## config.mk

```make
export PLATFORM = sky130hd
export DESIGN_NAME = alu_serial
export DESIGN_NICKNAME = d
export VERILOG_FILES = /design/src/rtl/alu_pkg.sv /design/src/rtl/alu_digit.sv /design/src/rtl/alu_serial.sv
export SDC_FILE = /design/constraint.sdc
export NUM_CORES = 1
export LEC_CHECK = 0
export CAP_MARGIN = 20
export CORE_UTILIZATION = 40
export CTS_CLUSTER_DIAMETER = 50
export CTS_CLUSTER_SIZE = 40
export DETAILED_ROUTE_END_ITERATION = 10
export PLACE_DENSITY_LB_ADDON = 0.3
export SLEW_MARGIN = 30
export SYNTH_ARGS = -nofsm -noshare
export SYNTH_HDL_FRONTEND = slang
export SYNTH_HIERARCHICAL = 1
export SYNTH_SLANG_ARGS = --single-unit
```

## constraint.sdc

```tcl
create_clock -name clk -period 3.1 [get_ports clk]
set_clock_uncertainty 0.1 [all_clocks]
set_input_delay 0.62 -clock clk [delete_from_list [all_inputs] [get_ports clk]]
set_output_delay 0.62 -clock clk [all_outputs]
set_load 0.05 [all_outputs]
```

## src/rtl/alu_pkg.sv

```systemverilog
// Shared definitions for the digit-serial ALU.
//   op codes     : OP_ADD .. OP_PASSB (110/111 reserved, produce zero)
//   FSM states   : S_IDLE, S_RUN, S_DONE
//   flag indices : bit positions of C/Z/V/N inside the packed flag register
package alu_pkg;

    localparam logic [2:0] OP_ADD   = 3'b000;
    localparam logic [2:0] OP_SUB   = 3'b001;
    localparam logic [2:0] OP_AND   = 3'b010;
    localparam logic [2:0] OP_OR    = 3'b011;
    localparam logic [2:0] OP_XOR   = 3'b100;
    localparam logic [2:0] OP_PASSB = 3'b101;

    typedef enum logic [1:0] {
        S_IDLE = 2'd0,
        S_RUN  = 2'd1,
        S_DONE = 2'd2
    } state_t;

    localparam int FLAG_C = 0;
    localparam int FLAG_Z = 1;
    localparam int FLAG_V = 2;
    localparam int FLAG_N = 3;
    localparam int NFLAGS = 4;

    function automatic logic is_arith(input logic [2:0] op);
        return (op == OP_ADD) || (op == OP_SUB);
    endfunction

endpackage

```

## src/rtl/alu_digit.sv

```systemverilog
// Combinational DIGIT-bit ALU slice: a ripple of 1-bit full-adder/logic cells.
//   a, b   : operand digits (b already inverted by the caller for SUB)
//   cin    : carry into bit 0
//   op     : operation code
//   y      : result digit
//   cout   : carry out of the top bit
//   c_msb  : carry into the top bit (used for signed-overflow detection)
module alu_digit
    import alu_pkg::*;
#(
    parameter int DIGIT = 4
) (
    input  logic [DIGIT-1:0] a,
    input  logic [DIGIT-1:0] b,
    input  logic             cin,
    input  logic [2:0]       op,
    output logic [DIGIT-1:0] y,
    output logic             cout,
    output logic             c_msb
);

    always_comb begin
        logic c;
        c     = cin;
        y     = '0;
        c_msb = cin;
        for (int i = 0; i < DIGIT; i++) begin
            if (i == DIGIT - 1) begin
                c_msb = c;
            end
            case (op)
                OP_ADD, OP_SUB: y[i] = a[i] ^ b[i] ^ c;
                OP_AND:         y[i] = a[i] & b[i];
                OP_OR:          y[i] = a[i] | b[i];
                OP_XOR:         y[i] = a[i] ^ b[i];
                OP_PASSB:       y[i] = b[i];
                default:        y[i] = 1'b0;
            endcase
            // Adder carry is always rippled; the top level ignores it for logic ops.
            c = (a[i] & b[i]) | (c & (a[i] ^ b[i]));
        end
        cout = c;
    end

endmodule

```

## src/rtl/alu_serial.sv

```systemverilog
// Digit-serial ALU: processes DIGIT bits per clock over WIDTH/DIGIT cycles,
// with valid/ready handshakes on input and output.
//   clk, reset          : clock; synchronous active-low reset
//   in_valid/in_ready   : operation handshake (a, b, aen, op)
//   out_valid/out_ready : result handshake (result, flag_c/z/v/n)
//
// state  | meaning
// -------+-----------------------------------------------------------
// S_IDLE | waiting for an operation, in_ready high
// S_RUN  | one digit per cycle through the slice, LSB digit first
// S_DONE | result and flags held, out_valid high until out_ready
module alu_serial
    import alu_pkg::*;
#(
    parameter int WIDTH = 16,
    parameter int DIGIT = 4
) (
    input  logic             clk,
    input  logic             reset,
    input  logic             in_valid,
    output logic             in_ready,
    input  logic [WIDTH-1:0] a,
    input  logic [WIDTH-1:0] b,
    input  logic             aen,
    input  logic [2:0]       op,
    output logic             out_valid,
    input  logic             out_ready,
    output logic [WIDTH-1:0] result,
    output logic             flag_c,
    output logic             flag_z,
    output logic             flag_v,
    output logic             flag_n
);

    localparam int NDIG  = WIDTH / DIGIT;
    localparam int CNT_W = (NDIG > 1) ? $clog2(NDIG) : 1;

    state_t             state, state_nxt;
    logic [WIDTH-1:0]   a_sh, b_sh, res_sh, result_r;
    logic               carry;
    logic [2:0]         op_r;
    logic [CNT_W-1:0]   cnt;
    logic [NFLAGS-1:0]  flags_r;

    logic [DIGIT-1:0]   dig_y;
    logic               dig_cout, dig_cmsb;
    logic               last_digit;
    logic [WIDTH-1:0]   res_next;

    alu_digit #(.DIGIT(DIGIT)) u_digit (
        .a     (a_sh[DIGIT-1:0]),
        .b     (b_sh[DIGIT-1:0]),
        .cin   (carry),
        .op    (op_r),
        .y     (dig_y),
        .cout  (dig_cout),
        .c_msb (dig_cmsb)
    );

    assign last_digit = (cnt == CNT_W'(NDIG - 1));
    // New digit enters at the top; written as shifts so DIGIT==WIDTH needs no special case.
    assign res_next   = (res_sh >> DIGIT) | (WIDTH'(dig_y) << (WIDTH - DIGIT));

    always_comb begin
        state_nxt = state;
        in_ready  = 1'b0;
        out_valid = 1'b0;
        case (state)
            S_IDLE: begin
                in_ready = reset;
                if (in_valid && reset) begin
                    state_nxt = S_RUN;
                end
            end
            S_RUN: begin
                if (last_digit) begin
                    state_nxt = S_DONE;
                end
            end
            S_DONE: begin
                out_valid = 1'b1;
                if (out_ready) begin
                    state_nxt = S_IDLE;
                end
            end
            default: state_nxt = S_IDLE;
        endcase
    end

    always_ff @(posedge clk) begin
        if (!reset) begin
            state    <= S_IDLE;
            a_sh     <= '0;
            b_sh     <= '0;
            res_sh   <= '0;
            result_r <= '0;
            carry    <= 1'b0;
            op_r     <= OP_ADD;
            cnt      <= '0;
            flags_r  <= '0;
        end else begin
            state <= state_nxt;
            case (state)
                S_IDLE: begin
                    if (in_valid) begin
                        a_sh   <= aen ? a : '0;
                        b_sh   <= (op == OP_SUB) ? ~b : b;
                        carry  <= (op == OP_SUB);
                        op_r   <= op;
                        cnt    <= '0;
                        res_sh <= '0;
                    end
                end
                S_RUN: begin
                    a_sh   <= a_sh >> DIGIT;
                    b_sh   <= b_sh >> DIGIT;
                    res_sh <= res_next;
                    carry  <= dig_cout;
                    cnt    <= cnt + 1'b1;
                    // Output register only changes once the whole word is known.
                    if (last_digit) begin
                        result_r        <= res_next;
                        flags_r[FLAG_C] <= is_arith(op_r) & dig_cout;
                        flags_r[FLAG_V] <= is_arith(op_r) & (dig_cmsb ^ dig_cout);
                        flags_r[FLAG_Z] <= (res_next == '0);
                        flags_r[FLAG_N] <= res_next[WIDTH-1];
                    end
                end
                default: ;
            endcase
        end
    end

    assign result = result_r;
    assign flag_c = flags_r[FLAG_C];
    assign flag_z = flags_r[FLAG_Z];
    assign flag_v = flags_r[FLAG_V];
    assign flag_n = flags_r[FLAG_N];

endmodule

```

Yosys cells after proc, flatten, opt, wreduce, memory -nomap -nowiden. Index checks and enable logic that the tools add are counted.

Add/sub/neg operators: 1. Equality and inequality tests: 13. Multiplexer cells: 22. Bitwise gates (word level): 29. Reduce and logical (&&, ||, !) cells: 11.

Operators by type and width (number): $pmux W16 S2 (3); $mux W16 (5); $pmux W1 S5 (4); $logic_not A16 Y1 (1); $not A16 Y16 (1); $or A12 B16 Y16 (1); $and A1 B1 Y1 (10); $xor A1 B1 Y1 (9); $mux W2 (4); $ne A2 B2 Y1 const B (4); $or A1 B1 Y1 (8); $eq A3 B1 Y1 const B (2); $eq A3 B2 Y1 const B (2); $eq A3 B3 Y1 const B (2); $pmux W2 S3 (1); $reduce_and A2 Y1 (3); $eq A2 B2 Y1 const B (2); $pmux W2 S2 (1); $logic_not A3 Y1 (1); $mux W1 (3); $reduce_and A3 Y1 (1); $add A2 B1 Y2 const B (1); $eq A2 B1 Y1 const B (1); $logic_not A2 Y1 (1); 5 further kinds (5).

Flip-flop bits (word level): 76. Bits of input ports: 40. Output and inout bits: 22.

Longest topological paths before layout. Gate-level depths: netlist of run 1.

Word-level depth: 11. Depth in mapped cells: 11. Mapped depth without buffers: 11.

By module. The synthesis of run 1 kept the hierarchy.

By module, submodules not included: alu_serial (times used 1, cells each 348, area each 3036.7 um^2); alu_digit (times used 1, cells each 46, area each 382.9 um^2).

Least setup slack after synthesis of run 1. OpenSTA, ideal clock, no wires.

Kind: reg2reg. From: reg a_sh[0]. To: reg flags_r[1]. Arrival: 2808 ps. Path slack: 123 ps. Stages on the path, launching flop included: 12. Buffers on the path: 0. Cell sequence: dfxtp_1 > inv_1 > fa_1 > fa_1 > fa_1 > inv_1 > fa_1 > a2bb2oi_1 > o221ai_1 > nor4_1 > nand4_1 > o21ai_1.

Longest elaborated chain between the ends: 11.

Ends and longest elaborated chain: start: declaration (line alu_serial.sv:39) `logic [WIDTH-1:0] a_sh, b_sh, res_sh, result_r;`; start signal: assignment (line alu_serial.sv:106) `a_sh <= aen ? a : '0;`; start signal: assignment (line alu_serial.sv:115) `a_sh <= a_sh >> DIGIT;`; $xor A1 B1 Y1 (line alu_digit.sv:40) `c = (a[i] & b[i]) | (c & (a[i] ^ b[i]));`; $and A1 B1 Y1 (line alu_digit.sv:40); $or A1 B1 Y1 * (line alu_digit.sv:40); $and A1 B1 Y1 * (line alu_digit.sv:40); $or A1 B1 Y1 * (line alu_digit.sv:40); $and A1 B1 Y1 * (line alu_digit.sv:40); $or A1 B1 Y1 * (line alu_digit.sv:40); via dig_cmsb (line alu_serial.sv:46) `logic dig_cout, dig_cmsb;`; $xor A1 B1 Y1 * (line alu_digit.sv:32) `OP_ADD, OP_SUB: y[i] = a[i] ^ b[i] ^ c;`; $pmux W1 S5 * (line alu_digit.sv:31) `case (op)`; via dig_y[3] (line alu_serial.sv:45) `logic [DIGIT-1:0] dig_y;`; $or A12 B16 Y16 * (line alu_serial.sv:62) `assign res_next = (res_sh >> DIGIT) | (WIDTH'(dig_y) << (WIDTH - DIGIT));`; $logic_not A16 Y1 * (line alu_serial.sv:125) `flags_r[FLAG_Z] <= (res_next == '0);`; end signal: indexed assignment (line alu_serial.sv:124) `flags_r[FLAG_V] <= is_arith(op_r) & (dig_cmsb ^ dig_cout);`; end signal: indexed assignment (line alu_serial.sv:125); end signal: indexed assignment (line alu_serial.sv:126) `flags_r[FLAG_N] <= res_next[WIDTH-1];`; end: declaration (line alu_serial.sv:43) `logic [NFLAGS-1:0] flags_r;`.

The timed path passes the listed nets; every way through them passes the cells marked *. A chain may end at the register's enable or synchronous reset.

Worst setup path after layout of run 1. Same ends and word-level chain as after synthesis.

==> out/metrics.cfg, run 1 <==
[placement]
portBuffers=61
gp_congestion=0.790
place_hpwl_um=5490
placed_cells=533

[worst_setup_path]
startpoint_type=register
crit_path_max_fanout=2
cp.required_ns=3.29
crit_start=a_sh[0]
cp.arrival_ns=3.11
crit_type=reg -> reg
r2r_start=a_sh[0]
end_kind=register

[global_routing]
antenna_found_initial=0
grt_pass1_wl_um=13200
grt_max_degree=71
grt_usage_pct=19.0
grt_pass1_vias=2718
overflow=0

[status]
status=completed

[timing]
finalHoldViolCount=0
fmax_mhz=343
rsz0062_at_grt=false
maxSlewViolCount=0
finalSetupViolCount=0
post-route-min-period_ns=2.92
worstMarginPinSlew_ns=0.920
fin_tns_setup_ns=0
maxSlewHeadroom_pct=38.6
period_share_pct=94.1

[die]
start_util_pct=41.4
std_cell_rows=33
fp.coreArea_mm2=0.00826
io_pins=62
fp.dieH_um=94.5
die-width_um=94.5
dieArea_mm2=0.00892

[clock_network]
cts_root_buf=clkbuf_8
cts_tree=done
clkTransAtPathRegs_ns=0.08
cts_inserted_buffers=9
hold_buffers=0
h-tree-depth=3
clock_latency_ns=0.35
postCtsSetupRepairBufs=0
clockBufferDepth=2
clock-sinks=71

[synthesis]
synth-edff-count=0
yosysWarningCount=6
syn_nets=447
synth.area.top_cells=dfxtp_1, a21oi_1, nand2_1, a22oi_1, nand3_1
yosysTopAreaCell=dfxtp_1
ys_seq_elements=71
syn_inst=394
yosysSeqAreaShare_pct=41.6
ys_dominant_reg_cell=dfxtp_1
synth_area_mm2=0.00342
avgSynthCellArea_um2=8.68
netlist.area_leader.share_pct=41.6
ys_async_sr_fraction_pct=0
synthDistinctLibCells=50

[run]
drv_cap=0

[finish]
final_cells=549
areaGrowthSynthToFinish_pct=23.4
multiInputGateArea_mm2=0.00175
nets=492
drive_above_1_share_pct=9.23
regArea_mm2=0.00142
antenna_cells=0
fill_cells=821

[route]
viasPerCell=5.45
postRouteAntennaNets=0
dr.pass1.iters=5
vias=2992
drt-wirelength-per-cell_um=15.0
wl_um=8210
drt_iter0_markers=135
drc=0

[power]
power_density_mw_per_mm2=475
power_leakage_uw=0.00140
vdd_drop_max_v=0.000250

[min_path]
hold_start=result[5]
hold_path_class=reg -> reg

[final cells by class]
cell class	count	share of cell area (%)
clock buffer	9	2.94
clock inverter	7	1.90
inverter	12	1.07
multi-input combinational	276	41.5
sequential	71	33.7
tap	105	3.11
timing repair buffer	69	15.8
[metrics by stage]
stage	power, uW	hold slack [ns]	utilization [%]	worst slack (ns)	cell area (um2)
final	2010	0.356	51.1	0.182	4220
after detailed placement	1260	0.345	48.5	0.0308	4000
after global placement	1260	0.338	48.5	0.0639	4000
after floorplan	1170	0.332	-	0.123	3420
after CTS	2030	0.359	51.0	0.0142	4210
after global routing	2090	0.377	51.1	0.0262	4220
[cell usage after synthesis (3+ instances only)]
cell type	n
nand4b_1	12
dfxtp_1	71
xnor2_1	4
buf_2	13
buf_6	5
nand4_1	13
a22oi_1	24
inv_1	11
o221ai_1	3
nor2_1	5
nand3_1	24
buf_4	8
fa_1	4
a211oi_1	4
nand2_1	70
clkbuf_1	8
ha_1	9
mux2i_1	4
a21oi_1	55
a31oi_1	12
[layer usage]
layer | vias to the layer above | global-route usage [%] | routed length [um]
met1 | 1391 | 25.1 | 3860
met5 | - | 0 | 0
met3 | 8 | 4.83 | 441
li1 | 1506 | - | -
met2 | 87 | 30.2 | 3830
met4 | 0 | 6.31 | 79
[final timing paths]
path                                    to  slack [ns]  cells after the start
worst max register to register  flags_r[1]        0.18                     11
worst min-delay path             result[5]        0.36                      2
worst min register to register   result[5]        0.36                      2
worst max-delay path            flags_r[1]        0.18                     11
[sequential cells by signal, summed over array words and instances, names as in the netlist]
signal,flops
a_sh,16
b_sh,16
result,16
res_sh,12
flags_r,3
op_r,3
cnt,2
state,2
carry,1
[what timing repair did]
item                                   in CTS  in global routing
setup endpoints to repair                   0                  3
gates resized for setup                     0                  3
endpoints found under the hold margin       0                  0
[worst max-delay path, cell delays in order, from the launching register on]
cell and delay, ns:
dfxtp_1 0.33, inv_1 0.07, fa_2 0.40, fa_2 0.35, fa_1 0.37, inv_1 0.10, fa_1 0.42, a2bb2oi_2 0.13
o221ai_1 0.13, nor4_1 0.20, nand4_1 0.12, o21ai_1 0.13
[power by group]
group          switching, uW  leakage, uW  internal [uW]
clock network            380    0.0000968            381
registers               32.5     0.000577            944
logic                    146     0.000726            122
total                    558      0.00140           1450
[cells by family (layout without fill, tap and decap cells)]
kind of cell	Yosys count	after routing	synth area share, %
buffers and inverters	47	97	7.61
AOI/OAI and AO/OA	108	108	19.7
adders and majority gates	13	13	5.63
xor gates and xnor gates	5	5	1.28
muxes	4	4	1.17
and+or+nand+nor	146	146	23.1
DFF	71	71	41.6
[placed cells by master, fill, tap and decap left out, types with 3 or more instances in the layout]
| master | instances |
|---|---|
| a211oi_1 | 4 |
| a21oi_1 | 55 |
| a22oi_1 | 24 |
| a31oi_1 | 12 |
| buf_4 | 9 |
| clkbuf_8 | 9 |
| clkdlybuf4s50_1 | 60 |
| dfxtp_1 | 71 |
| ha_1 | 9 |
| inv_1 | 11 |
| inv_6 | 3 |
| mux2i_1 | 4 |
| nand2_1 | 70 |
| nand3_1 | 24 |
| nand4_1 | 13 |
| nand4b_1 | 12 |
| nor2_1 | 5 |
| o221ai_1 | 3 |
| xnor2_1 | 4 |
(Power assumes the default switching activity.)
==> run 2, diff against run 1 <==
--- a/config.mk
+++ b/config.mk
@@ -7,6 +7,7 @@
 export LEC_CHECK = 0
 export CAP_MARGIN = 20
 export CORE_UTILIZATION = 40
+export CTS_BUF_LIST = sky130_fd_sc_hd__clkbuf_16
 export CTS_CLUSTER_DIAMETER = 50
 export CTS_CLUSTER_SIZE = 40
 export DETAILED_ROUTE_END_ITERATION = 10
==> out/metrics.cfg, run 2 (same netlist as run 1, synthesis figures left out) <==
[clock_network]
clock_latency_ns=0.33
cts_inserted_buffers=9
cts_tree=done
cts_root_buf=clkbuf_16
postCtsSetupRepairBufs=0
clock-sinks=71
h-tree-depth=3
clkTransAtPathRegs_ns=0.06
hold_buffers=0
clockBufferDepth=2
post_cts_resized=0

[timing]
fin_tns_setup_ns=0
rsz0062_at_grt=false
period_share_pct=94.4
finalHoldViolCount=0
fmax_mhz=342
maxSlewHeadroom_pct=38.8
post-route-min-period_ns=2.93
worstMarginPinSlew_ns=0.918
maxSlewViolCount=0
finalSetupViolCount=0

[placement]
gp_congestion=0.790
portBuffers=61
place_hpwl_um=5490

[die]
start_util_pct=41.4
io_pins=62
fp.coreArea_mm2=0.00826
die-width_um=94.5
dieArea_mm2=0.00892
fp.dieH_um=94.5
std_cell_rows=33

[status]
status=completed

[route]
drt_iter0_markers=143
drt-wirelength-per-cell_um=15.1
vias=3015
dr.pass1.iters=4
wl_um=8310
viasPerCell=5.49
postRouteAntennaNets=0
drc=0

[power]
seqPwrFrac_pct=42.7
intPower_uw=1700
p_sw_share_pct=25.9
p_comb_share_pct=11.7
clock_power_share_pct=45.7
power.switching_uw=594
power_density_mw_per_mm2=531
power_leakage_uw=0.00145
vdd_drop_max_v=0.000272

[finish]
final_cell_mix=dfxtp_1, nand2_1, clkdlybuf4s50_1, a21oi_1
nets=492
drive_above_1_share_pct=9.23
final_util_pct=52.3
areaGrowthSynthToFinish_pct=26.3
mostFrequentLayoutCell=dfxtp_1
antenna_cells=0

[worst_setup_path]
cp.required_ns=3.27
crit_path_max_fanout=2
cp.arrival_ns=3.10
end_kind=register
crit_type=reg -> reg
startpoint_type=register

[global_routing]
grt_usage_pct=19.5
overflow=0
antenna_found_initial=0
grt_pass1_vias=2758
grt_max_degree=71
grt_pass1_wl_um=13400

[min_path]
hold_path_class=reg -> reg

[run]
drv_cap=0

-- run 2: cell types whose count changed in the layout (fill, tap and decap cells not counted) --
cell	previous run	this run
clkbuf_16	0	9
clkbuf_8	9	0
-- run 2: final cells by class --
cell class | instances | area [um2]
Clock buffer | 9 | 225
Clock inverter | 7 | 80.1
Fill cell | 807 | 3940
Inverter | 12 | 45.0
Multi-Input combinational cell | 276 | 1750
Sequential cell | 71 | 1420
Tap cell | 105 | 131
Timing Repair Buffer | 69 | 668
-- run 2: power by group through the flow --
stage / clock (uW) / combinational, uW / sequential, uW
floorplan: 0 / 186 / 984
global placement: 0 / 262 / 997
detailed placement: 0 / 265 / 998
CTS: 1080 / 266 / 978
global route: 1100 / 296 / 982
finish: 1050 / 268 / 978
-- run 2: worst paths after layout --
check | endpoint | startpoint | depth (start not counted) | slack, ns
worst max-delay path | flags_r[1] | a_sh[0] | 11 | 0.17
worst min-delay path | result[5] | result[5] | 2 | 0.35
worst max register to register | flags_r[1] | a_sh[0] | 11 | 0.17
worst min register to register | result[5] | result[5] | 2 | 0.35
-- run 2: per-layer routing --
metal | routed length (um) | GRT usage [%] | vias up
met5 | 0 | 0 | -
met4 | 94 | 8.08 | 0
met3 | 392 | 4.59 | 11
met2 | 3930 | 30.9 | 85
met1 | 3890 | 25.5 | 1414
li1 | - | - | 1505
-- run 2: critical path, stage by stage (launching register included) --
cell and delay (ns):
dfxtp_1 0.33, inv_1 0.07, fa_2 0.40, fa_2 0.35, fa_1 0.37, inv_1 0.10, fa_1 0.42, a2bb2oi_2 0.13
o221ai_1 0.13, nor4_1 0.20, nand4_1 0.12, o21ai_1 0.14
-- run 2: through the flow --
| step | area, um2 | setup WS, ns | total power [uW] | hold slack (ns) | std cells |
|---|---|---|---|---|---|
| 6_report | 4320 | 0.174 | 2290 | 0.352 | 549 |
| 5_1_grt | 4320 | 0.0241 | 2380 | 0.373 | 549 |
| 4_1_cts | 4310 | 0.0226 | 2320 | 0.355 | 549 |
| 3_5_place_dp | 4000 | 0.0308 | 1260 | 0.345 | 533 |
| 3_3_place_gp | 4000 | 0.0639 | 1260 | 0.338 | 533 |
| 2_1_floorplan | 3420 | 0.123 | 1170 | 0.332 | 394 |
==> run 3, diff against run 2 <==
--- a/config.mk
+++ b/config.mk
@@ -12,6 +12,7 @@
 export CTS_CLUSTER_SIZE = 40
 export DETAILED_ROUTE_END_ITERATION = 10
 export PLACE_DENSITY_LB_ADDON = 0.3
+export SKIP_CTS_REPAIR_TIMING = 1
 export SLEW_MARGIN = 30
 export SYNTH_ARGS = -nofsm -noshare
 export SYNTH_HDL_FRONTEND = slang
==> results of run 3 <==
Final layout, timing and power as in run 2 (identical DEF).
